$ cat src/rtl/signal_conflict_monitor.sv
// Intersection lamp-command monitor: passes controller commands to the lamps while checking
// encoding, conflicts, transition order, yellow length and stuck inputs; latches a fault and flashes red.
module signal_conflict_monitor #(
  parameter int unsigned MIN_YELLOW  = 3,
  parameter int unsigned WDOG_CYCLES = 32,
  parameter int unsigned FLASH_HALF  = 4
) (
  input  logic       clk,
  input  logic       rst,
  input  logic [2:0] north,
  input  logic [2:0] south,
  input  logic [2:0] east,
  input  logic [2:0] west,
  input  logic       fault_clr,
  output logic [2:0] north_lamp,
  output logic [2:0] south_lamp,
  output logic [2:0] east_lamp,
  output logic [2:0] west_lamp,
  output logic       fault,
  output logic [2:0] fault_code
);

  localparam logic [2:0] Red = 3'b100;
  localparam logic [2:0] Yel = 3'b010;
  localparam logic [2:0] Grn = 3'b001;

  localparam int unsigned YW = (MIN_YELLOW > 1) ? $clog2(MIN_YELLOW + 1) : 1;
  localparam int unsigned WW = (WDOG_CYCLES > 1) ? $clog2(WDOG_CYCLES + 1) : 1;
  localparam int unsigned FW = (FLASH_HALF > 2) ? $clog2(FLASH_HALF) : 1;

  logic [2:0]    cur      [4];
  logic [2:0]    prev_q   [4];
  logic [2:0]    prev_d   [4];
  logic [2:0]    lamp_q   [4];
  logic [2:0]    lamp_d   [4];
  logic [YW-1:0] ycnt_q   [4];
  logic [YW-1:0] ycnt_d   [4];
  logic [YW-1:0] ycnt_inc [4];
  logic [WW-1:0] wd_q, wd_d, wd_inc;
  logic [FW-1:0] fcnt_q, fcnt_d;
  logic          fault_q, fault_d;
  logic [2:0]    code_q, code_d;
  logic          flash_q, flash_d;

  logic          v_inv, v_cfl, v_ill, v_short, v_wd, same;
  logic [2:0]    n_act;
  logic [2:0]    v_code;

  assign cur[0] = north;
  assign cur[1] = south;
  assign cur[2] = east;
  assign cur[3] = west;

  // Violation detection against the previous sample
  always_comb begin
    v_inv   = 1'b0;
    v_ill   = 1'b0;
    v_short = 1'b0;
    same    = 1'b1;
    n_act   = 3'd0;
    for (int i = 0; i < 4; i++) begin
      ycnt_inc[i] = '0;
      if (cur[i] != Red && cur[i] != Yel && cur[i] != Grn) v_inv = 1'b1;
      if (cur[i][1:0] != 2'b00) n_act = n_act + 3'd1;
      if (cur[i] != prev_q[i]) begin
        same = 1'b0;
        if (!((prev_q[i] == Red && cur[i] == Grn) ||
              (prev_q[i] == Grn && cur[i] == Yel) ||
              (prev_q[i] == Yel && cur[i] == Red))) begin
          v_ill = 1'b1;
        end
        if (prev_q[i] == Yel && cur[i] == Red && ycnt_q[i] < YW'(MIN_YELLOW)) v_short = 1'b1;
      end
      if (cur[i] == Yel) begin
        ycnt_inc[i] = (ycnt_q[i] == YW'(MIN_YELLOW)) ? ycnt_q[i] : ycnt_q[i] + 1'b1;
      end
    end
    v_cfl  = (n_act > 3'd1);
    wd_inc = '0;
    if (same) wd_inc = (wd_q == WW'(WDOG_CYCLES)) ? wd_q : wd_q + 1'b1;
    v_wd   = same && (wd_inc >= WW'(WDOG_CYCLES));

    if (v_inv)        v_code = 3'd1;
    else if (v_cfl)   v_code = 3'd2;
    else if (v_ill)   v_code = 3'd3;
    else if (v_short) v_code = 3'd4;
    else if (v_wd)    v_code = 3'd5;
    else              v_code = 3'd0;
  end

  always_comb begin
    prev_d  = cur;
    lamp_d  = cur;
    ycnt_d  = ycnt_q;
    wd_d    = wd_q;
    fault_d = fault_q;
    code_d  = code_q;
    flash_d = flash_q;
    fcnt_d  = fcnt_q;
    if (!fault_q) begin
      ycnt_d = ycnt_inc;
      wd_d   = wd_inc;
      if (v_code != 3'd0) begin
        fault_d = 1'b1;
        code_d  = v_code;
        flash_d = 1'b1;
        fcnt_d  = '0;
      end
    end else begin
      for (int i = 0; i < 4; i++) lamp_d[i] = {flash_q, 2'b00};
      if (fcnt_q == FW'(FLASH_HALF - 1)) begin
        flash_d = ~flash_q;
        fcnt_d  = '0;
      end else begin
        fcnt_d = fcnt_q + 1'b1;
      end
      // Recovery is refused while the controller still commands a malformed or conflicting state
      if (fault_clr && !v_inv && !v_cfl) begin
        fault_d = 1'b0;
        code_d  = 3'd0;
        wd_d    = '0;
        flash_d = 1'b0;
        fcnt_d  = '0;
        for (int i = 0; i < 4; i++) ycnt_d[i] = '0;
      end
    end
  end

  always_ff @(posedge clk or negedge rst) begin
    if (!rst) begin
      for (int i = 0; i < 4; i++) begin
        prev_q[i] <= Red;
        lamp_q[i] <= Red;
        ycnt_q[i] <= '0;
      end
      wd_q    <= '0;
      fcnt_q  <= '0;
      fault_q <= 1'b0;
      code_q  <= 3'd0;
      flash_q <= 1'b0;
    end else begin
      prev_q  <= prev_d;
      lamp_q  <= lamp_d;
      ycnt_q  <= ycnt_d;
      wd_q    <= wd_d;
      fcnt_q  <= fcnt_d;
      fault_q <= fault_d;
      code_q  <= code_d;
      flash_q <= flash_d;
    end
  end

  assign north_lamp = lamp_q[0];
  assign south_lamp = lamp_q[1];
  assign east_lamp  = lamp_q[2];
  assign west_lamp  = lamp_q[3];
  assign fault      = fault_q;
  assign fault_code = code_q;

endmodule
$ cat config.mk
export PLATFORM = sky130hd
export DESIGN_NAME = signal_conflict_monitor
export DESIGN_NICKNAME = d
export VERILOG_FILES = /design/src/rtl/signal_conflict_monitor.sv
export SDC_FILE = /design/constraint.sdc
export NUM_CORES = 1
export LEC_CHECK = 0
export BUFFER_PORTS_ARGS = -buffer_cell sky130_fd_sc_hd__buf_2
export CAP_MARGIN = 5
export CELL_PAD_IN_SITES_DETAIL_PLACEMENT = 1
export CELL_PAD_IN_SITES_GLOBAL_PLACEMENT = 1
export CORE_MARGIN = 5
export CORE_UTILIZATION = 40
export DETAILED_ROUTE_END_ITERATION = 10
export PLACE_DENSITY_LB_ADDON = 0.25
export SYNTH_ARGS = -nofsm -noshare
export SYNTH_HDL_FRONTEND = slang
export SYNTH_SLANG_ARGS = --single-unit
$ cat constraint.sdc
create_clock -name clk -period 2.4 [get_ports clk]
set_clock_uncertainty 0.15 [all_clocks]
set_input_delay 0.48 -clock clk [delete_from_list [all_inputs] [get_ports clk]]
set_output_delay 0.48 -clock clk [all_outputs]
set_load 0.01 [all_outputs]
# After elaboration in Yosys (flattened, before gate mapping)
# Cells that the tools add are included.
[word_totals] regBits=45 latch_bits=0 ramBits=0 rom_bits=0 input_bits=15 out_inout_bits=16 wordCells=196 n_memories=0
[classes] n_addsub=9 n_mul=0 div_mod_pow=0 magnitude_cmp=6 n_eq_ne=52 shifts=0 n_mux=62 bitwise=1 n_reduce_logical=49
[ops] cell="$mux 3" count=11
[ops] cell="$mux 1" count=32
[ops] cell="$logic_and 1x1->1" count=27
[ops] cell="$eq 3x1->1 const B" count=8
[ops] cell="$eq 3x2->1 const B" count=8
[ops] cell="$eq 3x3->1 const B" count=8
[ops] cell="$mux 2" count=12
[ops] cell="$mux 6" count=4
[ops] cell="$ne 3x3->1 const B" count=8
[ops] cell="$mux 8" count=2
[ops] cell="$ne 3x1->1 const B" count=5
[ops] cell="$mux 12" count=1
[ops] cell="$ne 3x2->1 const B" count=4
[ops] cell="$ne 3x3->1" count=4
[ops] cell="$reduce_and 2->1" count=6
[ops] cell="$add 2x1->2 const B" count=5
[ops] cell="$eq 2x2->1 const B" count=5
[ops] cell="$reduce_bool 2->1" count=5
[ops] cell="$add 3x1->3 const B" count=3
[ops] cell="$logic_or 1x1->1" count=8
[ops] cell="$lt 2x2->1 const B" count=4
[ops] cell="$add 6x1->6 const B" count=1
[ops] cell="$eq 6x6->1 const B" count=1
[ops] cell="$ge 6x6->1 const B" count=1
[ops] cell="other kinds (5)" count=6

# Depth between registers and ports, before layout
# Gate-level depths: netlist of run 1.
[logic_depth] ltp_word=18 ltp_mapped=12 ltp_nobuf=11

# Least setup slack after synthesis of run 1
# No wires, ideal clock.
[synth_timing] path_type="input to register" startpoint="in north[0]" endpoint="reg wd_q[0]" setup_time_ns=0.125 arrival_ns=2.601 required_ns=2.125 setup_slack_ns=-0.475 cell_stages=11 path_buffers=1 cell_sequence="buf_2 -> nor2_1 -> inv_1 -> ha_1 -> nor3_1 -> a21oi_2 -> ha_1 -> o32ai_2 -> a31oi_1 -> a21o_1 -> mux2_2"
[synth_between] elab_chain_len=12 elab_cells_between_ends=30 classes_between="3 x add/sub; 1 x order compare; 5 x eq/ne; 14 x mux; 7 x reduce/logical"
[synth_lines] item="from (decl)" line="10" rtl="input logic [2:0] north,"
[synth_lines] item="$reduce_bool 2->1" line="64" rtl="if (cur[i][1:0] != 2'b00) n_act = n_act + 3'd1;"
[synth_lines] item="$mux 1" line="64"
[synth_lines] item="$add 3x1->3" line="64"
[synth_lines] item="$mux 3" line="64"
[synth_lines] item="$add 3x1->3" line="64"
[synth_lines] item="$mux 3" line="64"
[synth_lines] item="$add 3x1->3" line="64"
[synth_lines] item="$mux 3" line="64"
[synth_lines] item="$gt 3x1->1" line="78" rtl="v_cfl = (n_act > 3'd1);"
[synth_lines] item="$logic_not 1->1" line="118" rtl="if (fault_clr && !v_inv && !v_cfl) begin"
[synth_lines] item="$logic_and 1x1->1" line="118"
[synth_lines] item="$ne 2x1->1 (no line)"
[synth_lines] item="to (signal assigned)" line="145" rtl="wd_q <= wd_d;"
[synth_lines] item="to (decl)" line="39" rtl="logic [WW-1:0] wd_q, wd_d, wd_inc;"
# Several ways; a longest one is shown, not always the timed one.
# A chain may end at the register's enable or synchronous reset.

# Worst setup path after layout of run 1
[layout_timing] startpoint="in north[1]" endpoint="reg ycnt_q[2] (netlist bit)"
[layout_between] elab_chain_len=13 elab_cells_between_ends=24 classes_between="3 x add/sub; 1 x order compare; 4 x eq/ne; 8 x mux; 8 x reduce/logical"
[layout_lines] item="$reduce_bool 2->1" line="64"
[layout_lines] item="$mux 1" line="64"
[layout_lines] item="$add 3x1->3" line="64"
[layout_lines] item="$mux 3" line="64"
[layout_lines] item="$add 3x1->3" line="64"
[layout_lines] item="$mux 3" line="64"
[layout_lines] item="$add 3x1->3" line="64"
[layout_lines] item="$mux 3" line="64"
[layout_lines] item="$gt 3x1->1" line="78"
[layout_lines] item="$logic_not 1->1" line="118"
[layout_lines] item="$logic_and 1x1->1 (*)" line="118"
[layout_lines] item="$ne 2x1->1 (no line) (*)"
[layout_lines] item="$reduce_and 2->1 (no line) (*)"
[layout_lines] item="to (signal assigned)" line="144" rtl="ycnt_q <= ycnt_d;"
[layout_lines] item="to (decl)" line="36" rtl="logic [YW-1:0] ycnt_q [4];"
# Mark *: on every way between the ends. The rest lies on a longest branch, timed or not.

==> flow_summary.toml, run 1 <==
[placement]
gp_congestion = 0.808
port_buffers = 30
dp_cells = 379
dp_hpwl_um = 5270

[synth]
ys_seq_area_share_pct = 44.8
syn-cell-area_mm2 = 0.00253
ys_ff_latch = 45
synth_edf_count = 0
synth_top_cell_by_area = "dfrtp_1"
ys_warn_count = 0
synth.most_common_cell = "dfrtp_1"
async_flop_share_pct = 100
synth_common_cells = "dfrtp_1, nor2_1, nand2_1"
synthCells = 246
syn_area_per_cell_um2 = 10.3
synth_cell_types = 51
synth_flop_cell = "dfrtp_1"
synth_top_cell_area_share_pct = 36.5
synth.area.top_cells = "dfrtp_1, dfstp_2, ha_1, xnor2_1, buf_6"
syn-num-nets = 271

[drt]
remaining_drc_errors = 0
dr.pass1.iters = 4
vias = 2173
ant_nets = 0
viasPerCell = 5.57
dr.first_iter.drc_count = 69
wl_per_cell_um = 18.4
totalWireLength_um = 7190

[global_routing]
gr-total-overflow = 0
grt_pass1_wl_um = 11400
grt_usage_pct = 19.1
grt_max_degree = 24
first_global_vias = 2261
grt_antenna_before_repair = 0

[worst_setup_path]
path_cells = "buf_8, nor2_4, inv_2, ha_4, nor3_4, a21oi_2, ha_4, xnor2_4, o32ai_4, a31o_4, nand2_2, mux2_4"
cp_data_required_time_ns = 2.44
cp-start-kind = "input port"
critPathMaxFanout = 6
cp_common_cell = "ha_4"
cp.arrival_ns = 2.47
rrSetupSlack_ns = 0.03
end_kind = "register"
ff2ff_path_depth = 8
critPathLaunch = "north[1]"
reg2reg_from = "prev_q[11]$_DFF_PN1_"
cp_slowest_stage_delay_ns = 0.37
r2r-end = "fcnt_q[1]$_DFFE_PN0P_"
slowest_stage = "o32ai_4"
crit_type = "in2reg"

[sta]
finalHoldViolCount = 0
setup_viol = 5
period_minus_slack_ns = 2.43
worst_slack_ns = -0.0322
fmax_ghz = 0.411
rsz0062_at_grt = "true"
relSlewSlack_pct = 60.8
maxSlewViolCount = 0
period_share_pct = 101
tightest_slew_ns = 0.588

[cts]
cts_buffer_depth = 2
clk_pin_slew_ns = 0.09
cts_tree = "done"
cts_inserted_buffers = 5
cts_sinks = 45
clk_latency_ns = 0.31
htree_num_levels = 2
cts_hold_buf = 0
clockRootBuffer = "clkbuf_8"

[job]
max-cap-violations = 0

[floorplan]
io_pins = 31
die_h_um = 89.6
core_mm2 = 0.00624
fp.dieW_um = 89.6
die_area_mm2 = 0.00803
row_count = 29
start_util_pct = 40.6

[finish]
fillers = 708
drive_gt1_share_pct = 39.3
diodes = 0
fin_nets = 337
final_cells = 390
utilization_pct = 53.2
syn2layout_area_growth_pct = 31.0

[power_and_ir_drop]
power.density_mw_per_mm2 = 590
finalPower_uw = 1960
p_leak_uw = 0.00149
ir_drop_uv = 299

[status]
status = "finished, violations left"
violations = "negative setup slack"

[hold_path]
hold_path_class = "in2async"
where the power goes:
part / switching, µW / leakage [µW] / internal, µW
Combinational: 258 / 0.000888 / 244
Sequential: 68.0 / 0.000557 / 884
Clock: 267 / 0.0000455 / 236
cell type report:
type	count	area, µm²	area share, %
flip-flops and latches	45	1140	34.2
repair buffers	73	514	15.5
well taps	77	96.3	2.90
inverters	13	48.8	1.47
multi-input cells	174	1430	43.2
clock buffers	8	90.1	2.71
worst max-delay path, delay by kind of cell:
kind | cells | cell delay (ns)
muxes | 1 | 0.25
AOI/OAI and AO/OA | 3 | 0.73
xor gates and xnor gates | 1 | 0.14
buffers and inverters | 2 | 0.17
and+or+nand+nor | 3 | 0.32
adders and majority gates | 2 | 0.36
stage by stage:
stage / cell area (µm²) / setup slack (ns) / hold slack (ns) / TNS [ns]
4_1_cts: 3250 / -0.0140 / 0.0283 / -0.0325
5_1_grt: 3320 / -0.0897 / 0.0491 / -0.591
3_5_place_dp: 3100 / -0.425 / 0.343 / -6.80
6_report: 3320 / -0.0322 / 0.0103 / -0.130
3_3_place_gp: 3100 / -0.350 / 0.342 / -5.54
2_1_floorplan: 2660 / -0.301 / 0.0344 / -3.24
repair_timing:
item / CTS / global route
gates resized for setup: 10 / 13
setup buffers: 1 / 3
pin swaps: 11 / 5
endpoints found under the setup margin: 13 / 14
worst max-delay path by stage:
stage,to,cells past startpoint
final,ycnt_q[2]$_DFFE_PN0P_,12
after global placement,ycnt_q[2]$_DFFE_PN0P_,10
after global routing,fcnt_q[1]$_DFFE_PN0P_,8
after floorplan,wd_q[0]$_DFFE_PN0P_,12
after CTS,fcnt_q[1]$_DFFE_PN0P_,8
after detailed placement,ycnt_q[6]$_DFFE_PN0P_,10
kinds of logic (layout without fill, tap and decap cells):
group           count (synthesis)  after routing  share of synthesized area (%)
compound gates                 52             52                           15.0
xor+xnor                       15             15                           6.07
flops                          45             45                           44.8
fa+ha+maj                      10             10                           4.94
mux                             6              6                           2.62
simple gates                   91             91                           20.5
buf+inv                        27             94                           6.07
state kept, by name (all words and copies together) (netlist names):
signal and flops:
prev_q 12, ycnt_q 8, wd_q 6, east_lamp 3, fault_code 3, north_lamp 3
south_lamp 3, west_lamp 3, fcnt_q 2, fault 1, flash_q 1
layout by cell type (no fill, tap or decap), drive strengths merged, types with 3 or more instances in the layout:
cell,count
o311ai,3
and3b,3
a21oi,6
mux2,5
dfrtp,37
o32a,3
ha,10
nand3b,3
nor2b,8
buf,73
inv,13
nand2,15
nor4,6
clkbuf,8
a22o,6
o21ai,17
nor3,4
dfstp,8
nand4,7
xnor2,13
nand3,13
nor2,17
or3,4
per-layer routing:
layer / global-route usage [%] / vias up / routed length, µm
met5: 0 / - / 0
met4: 5.55 / 0 / 165
met3: 4.11 / 14 / 247
met2: 33.2 / 37 / 3650
met1: 23.7 / 1098 / 3130
li1: - / 1024 / -
No activity file was read; power rests on OpenSTA's default activity.
==> run 2: changes to the inputs <==
Settings changed: BUFFER_PORTS_ARGS -buffer_cell sky130_fd_sc_hd__buf_2 to -buffer_cell sky130_fd_sc_hd__clkbuf_2, CORE_ASPECT_RATIO set to 0.75, SKIP_LAST_GASP set to 1.
==> flow_summary.toml, run 2 (same netlist as run 1, synthesis figures left out) <==
[status]
status = "finished, violations left"
violations = "negative setup slack"

[finish]
top_regs = "prev_q: 12 flops, ycnt_q: 8 flops, wd_q: 6 flops"
regMostFlops = "prev_q"
multi_input_area_mm2 = 0.00143
diodes = 0
mostFrequentLayoutCells = "buf_4, dfrtp_1, clkbuf_2"
fin_nets = 340
utilization_pct = 53.4
syn2layout_area_growth_pct = 31.3
seqCellArea_mm2 = 0.00114
largest_reg_flops = 12
final_common_cell = "buf_4"
drive_gt1_share_pct = 38.9
fillers = 710

[power_and_ir_drop]
sequentialPowerShare_pct = 49.2
ir_drop_uv = 226
p_comb_share_pct = 25.3
power.density_mw_per_mm2 = 583
clock_power_share_pct = 25.5
p_sw_uw = 578
intPower_uw = 1360
p_leak_uw = 0.00150
p_sw_share_pct = 29.8

[drt]
totalWireLength_um = 6690
ant_nets = 0
remaining_drc_errors = 0
vias = 2124
wl_per_cell_um = 16.9
viasPerCell = 5.35
dr.first_iter.drc_count = 66
dr.pass1.iters = 2

[cts]
cts_sinks = 45
clk_pin_slew_ns = 0.09
htree_num_levels = 2
cts_inserted_buffers = 5
cts_buffer_depth = 2
clk_latency_ns = 0.30
cts_hold_buf = 0
clockRootBuffer = "clkbuf_8"
cts_tree = "done"

[worst_setup_path]
end_kind = "register"
crit_type = "in2reg"
cp.arrival_ns = 2.45
critPathMaxFanout = 6
path_cells = "buf_8, nor2_4, inv_2, ha_4, nor3_4, a21oi_2, ha_4, xnor2_4, o32ai_4, a31o_4, nand2_2, mux2_4"
cp_common_cell = "ha_4"
cp_slowest_stage_delay_ns = 0.34
cp_data_required_time_ns = 2.43
cp-start-kind = "input port"
slowest_stage = "o32ai_4"

[sta]
fmax_ghz = 0.413
period_share_pct = 101
period_minus_slack_ns = 2.42
worst_slack_ns = -0.0208
finalHoldViolCount = 0
relSlewSlack_pct = 61.8
maxSlewViolCount = 0
tightest_slew_ns = 0.574
setup_viol = 5
rsz0062_at_grt = "true"

[floorplan]
core_mm2 = 0.00622
row_count = 25
fp.dieW_um = 102
die_area_mm2 = 0.00804
io_pins = 31
start_util_pct = 40.7
die_h_um = 78.9

[global_routing]
grt_pass1_wl_um = 11400
busiest_layer = "met2"
grt_antenna_before_repair = 0
gr-total-overflow = 0
grt.met3_usage_pct = 3.07
grt_max_degree = 46
use_met2_pct = 30.8
first_global_vias = 2337
grt_usage_pct = 18.0
grtUsageMet1_pct = 24.3

[placement]
dp_hpwl_um = 5150
port_buffers = 30
gp_congestion = 0.830
dpl_worst_slack_ns = -0.413

[job]
max-cap-violations = 0

[hold_path]
hold_path_class = "in2async"
[run 2: critical path: cells and delay by family]
| family | cells | cell delay [ns] |
|---|---|---|
| compound gates | 3 | 0.70 |
| fa+ha+maj | 2 | 0.37 |
| simple gates | 3 | 0.34 |
| mux | 1 | 0.25 |
| buf+inv | 2 | 0.18 |
| xor+xnor | 1 | 0.13 |
[run 2: metrics by stage]
stage	TNS [ns]	cell area, µm²	hold slack [ns]	instances	total power [µW]
2_1_floorplan	-3.24	2660	0.0344	246	1250
3_3_place_gp	-5.27	3100	0.343	384	1420
3_5_place_dp	-6.60	3100	0.345	384	1440
4_1_cts	-0.0581	3260	0.136	395	1940
5_1_grt	-0.780	3330	0.165	397	2050
6_report	-0.0563	3330	0.110	397	1940
[run 2: layout make-up]
cell class / count / share of cell area [%]
multi-input combinational: 174 / 42.8
sequential: 45 / 34.1
timing repair buffer: 76 / 15.8
tap: 81 / 3.05
clock buffer: 8 / 2.71
inverter: 13 / 1.47
[run 2: final timing paths]
kind                                             from                        end  slack, ns  cells after the start
worst min-delay path                              rst    north_lamp[0]$_DFF_PN0_       0.11                      2
min in group clk                             south[1]        prev_q[7]$_DFF_PN0_       0.30                      2
worst max register to register    prev_q[8]$_DFF_PN1_  fault_code[1]$_DFFE_PN0P_       0.10                      6
max in group asynchronous                         rst        wd_q[0]$_DFFE_PN0P_       1.60                      2
worst min register to register  ycnt_q[5]$_DFFE_PN0P_      ycnt_q[5]$_DFFE_PN0P_       0.36                      1
worst max-delay path                         south[1]      ycnt_q[4]$_DFFE_PN0P_      -0.02                     12
[run 2: what timing repair did]
action,in CTS,in global routing
pin swaps,7,2
endpoints found under the setup margin,16,19
setup buffers,3,2
resized for setup,7,15
[run 2: per-layer routing]
metal / share of wire (%) / routed length, µm
met5: 0 / 0
met4: 0.52 / 35
met3: 2.5 / 169
met2: 49 / 3260
met1: 48 / 3220
[run 2: power groups by stage]
stage	Sequential (µW)	Combinational, µW	Clock [µW]
after detailed placement	969	469	0
after global placement	960	457	0
after floorplan	981	271	0
after global routing	968	541	539
final	954	490	493
after CTS	954	483	506
==> run 3: changes to the inputs <==
Settings changed: SETUP_SLACK_MARGIN set to 0.1.
==> flow_summary.toml, run 3 (same netlist as run 1, synthesis figures left out) <==
[placement]
dp_hpwl_um = 5340
gp_congestion = 0.835
port_buffers = 30
dp_cells = 381
dpl_worst_slack_ns = -0.441

[cts]
cts_inserted_buffers = 5
clockRootBuffer = "clkbuf_8"
htree_num_levels = 2
clk_latency_ns = 0.31
cts_buffer_depth = 2
cts_tree = "done"
clk_pin_slew_ns = 0.09
cts_sinks = 45

[drt]
viasPerCell = 5.39
vias = 2123
totalWireLength_um = 6980
dr.pass1.iters = 4
wl_per_cell_um = 17.7
ant_nets = 0
remaining_drc_errors = 0
dr.first_iter.drc_count = 88

[sta]
tightest_slew_ns = 0.551
maxSlewViolCount = 0
relSlewSlack_pct = 63.2
worst_slack_ns = 0.0151
finalHoldViolCount = 6
setup_viol = 0
whs_ns = -0.00761
fmax_ghz = 0.419
rsz0062_at_grt = "true"
period_share_pct = 99.4
period_minus_slack_ns = 2.38

[floorplan]
core_mm2 = 0.00622
row_count = 25
io_pins = 31
start_util_pct = 40.7
fp.dieW_um = 102
die_h_um = 78.9
die_area_mm2 = 0.00804

[finish]
mostFrequentLayoutCells = "dfrtp_1, buf_4, clkbuf_2"
final_cells = 394
multi_input_area_mm2 = 0.00143
syn2layout_area_growth_pct = 31.5
diodes = 0
drive_gt1_share_pct = 40.3
regMostFlops = "prev_q"
fillers = 715
fin_nets = 337
seqCellArea_mm2 = 0.00114
top_regs = "prev_q: 12 flops, ycnt_q: 8 flops, wd_q: 6 flops"
largest_reg_flops = 12

[global_routing]
gr-total-overflow = 0
first_global_vias = 2309
grt_max_degree = 26
grt_pass1_wl_um = 11600
grt_usage_pct = 19.1
grt_antenna_before_repair = 0

[worst_setup_path]
rrSetupSlack_ns = 0.05
worstSetupEndpoint = "wd_q[0]$_DFFE_PN0P_"
cp-start-kind = "input port"
crit_type = "in2reg"
r2r-end = "fcnt_q[1]$_DFFE_PN0P_"
critPathLaunch = "north[0]"
cp_data_required_time_ns = 2.44
reg2reg_from = "prev_q[11]$_DFF_PN1_"
critPathMaxFanout = 3
ff2ff_path_depth = 8
cp.arrival_ns = 2.42
end_kind = "register"

[job]
max-cap-violations = 0

[power_and_ir_drop]
power.density_mw_per_mm2 = 578
ir_drop_uv = 249
p_leak_uw = 0.00148

[hold_path]
hold_path_class = "in2async"

[status]
status = "finished, violations left"
violations = "negative hold slack"
-- run 3: cell count changes in the layout (fill, tap and decap cells not counted), moves of 2 or more --
cell	before	now
buf_4	45	37
buf_6	2	6
a21oi_1	5	2
a21oi_2	1	4
mux2_2	2	5
mux2_4	3	0
buf_12	0	2
clkinv_2	0	2
-- run 3: report_power, final --
part / switching [µW] / internal [µW] / total, µW
Combinational: 256 / 243 / 499
Clock: 267 / 202 / 470
Sequential: 70.6 / 885 / 955
Total: 594 / 1330 / 1920
-- run 3: how the worst min path moves through the flow --
stage | end | cells past startpoint
after global routing | prev_q[10]$_DFF_PN0_ | 1
after detailed placement | ycnt_q[1]$_DFFE_PN0P_ | 1
final | north_lamp[0]$_DFF_PN0_ | 1
after floorplan | east_lamp[0]$_DFF_PN0_ | 0
after global placement | north_lamp[0]$_DFF_PN0_ | 1
after CTS | north_lamp[0]$_DFF_PN0_ | 1
-- run 3: what timing repair did --
item,4_1_cts,5_1_grt
endpoints found under the setup margin,20,20
gates resized for setup,8,21
pin swaps,6,7
buffers inserted,2,3
hold buffers,0,0
-- run 3: area by class of cell --
cell class | instances | share of cell area [%]
Multi-Input combinational cell | 174 | 42.8
Sequential cell | 45 | 34.1
Timing Repair Buffer | 73 | 16.1
Tap cell | 81 | 3.04
Clock buffer | 6 | 2.18
Inverter | 13 | 1.47
Clock inverter | 2 | 0.301
-- run 3: routing by layer --
layer	part of all wire (%)	up-vias	global-route usage, %
li1	-	1025	-
met1	46	1056	25.1
met2	48	36	30.8
met3	4.8	6	5.44
met4	1.1	0	5.11
met5	0	-	0
-- run 3: worst max-delay path, stage by stage --
cell and delay, ns:
buf_8 0.10, nor2_4 0.15, inv_2 0.07, ha_4 0.17, nor3_4 0.11, a21oi_2 0.07, ha_4 0.19, xnor2_4 0.13
o32ai_4 0.28, buf_6 0.16, a31oi_4 0.08, a21o_1 0.17, mux2_2 0.26
-- run 3: per-stage QoR --
step / setup TNS (ns) / utilization, % / instance area [µm²] / power [µW]
3_5_place_dp: -7.11 / 49.7 / 3090 / 1450
2_1_floorplan: -3.24 / - / 2660 / 1250
3_3_place_gp: -5.81 / 49.7 / 3090 / 1420
6_report: 0 / 53.5 / 3330 / 1920
4_1_cts: -0.0184 / 51.8 / 3220 / 1930
5_1_grt: -0.326 / 53.5 / 3330 / 2040
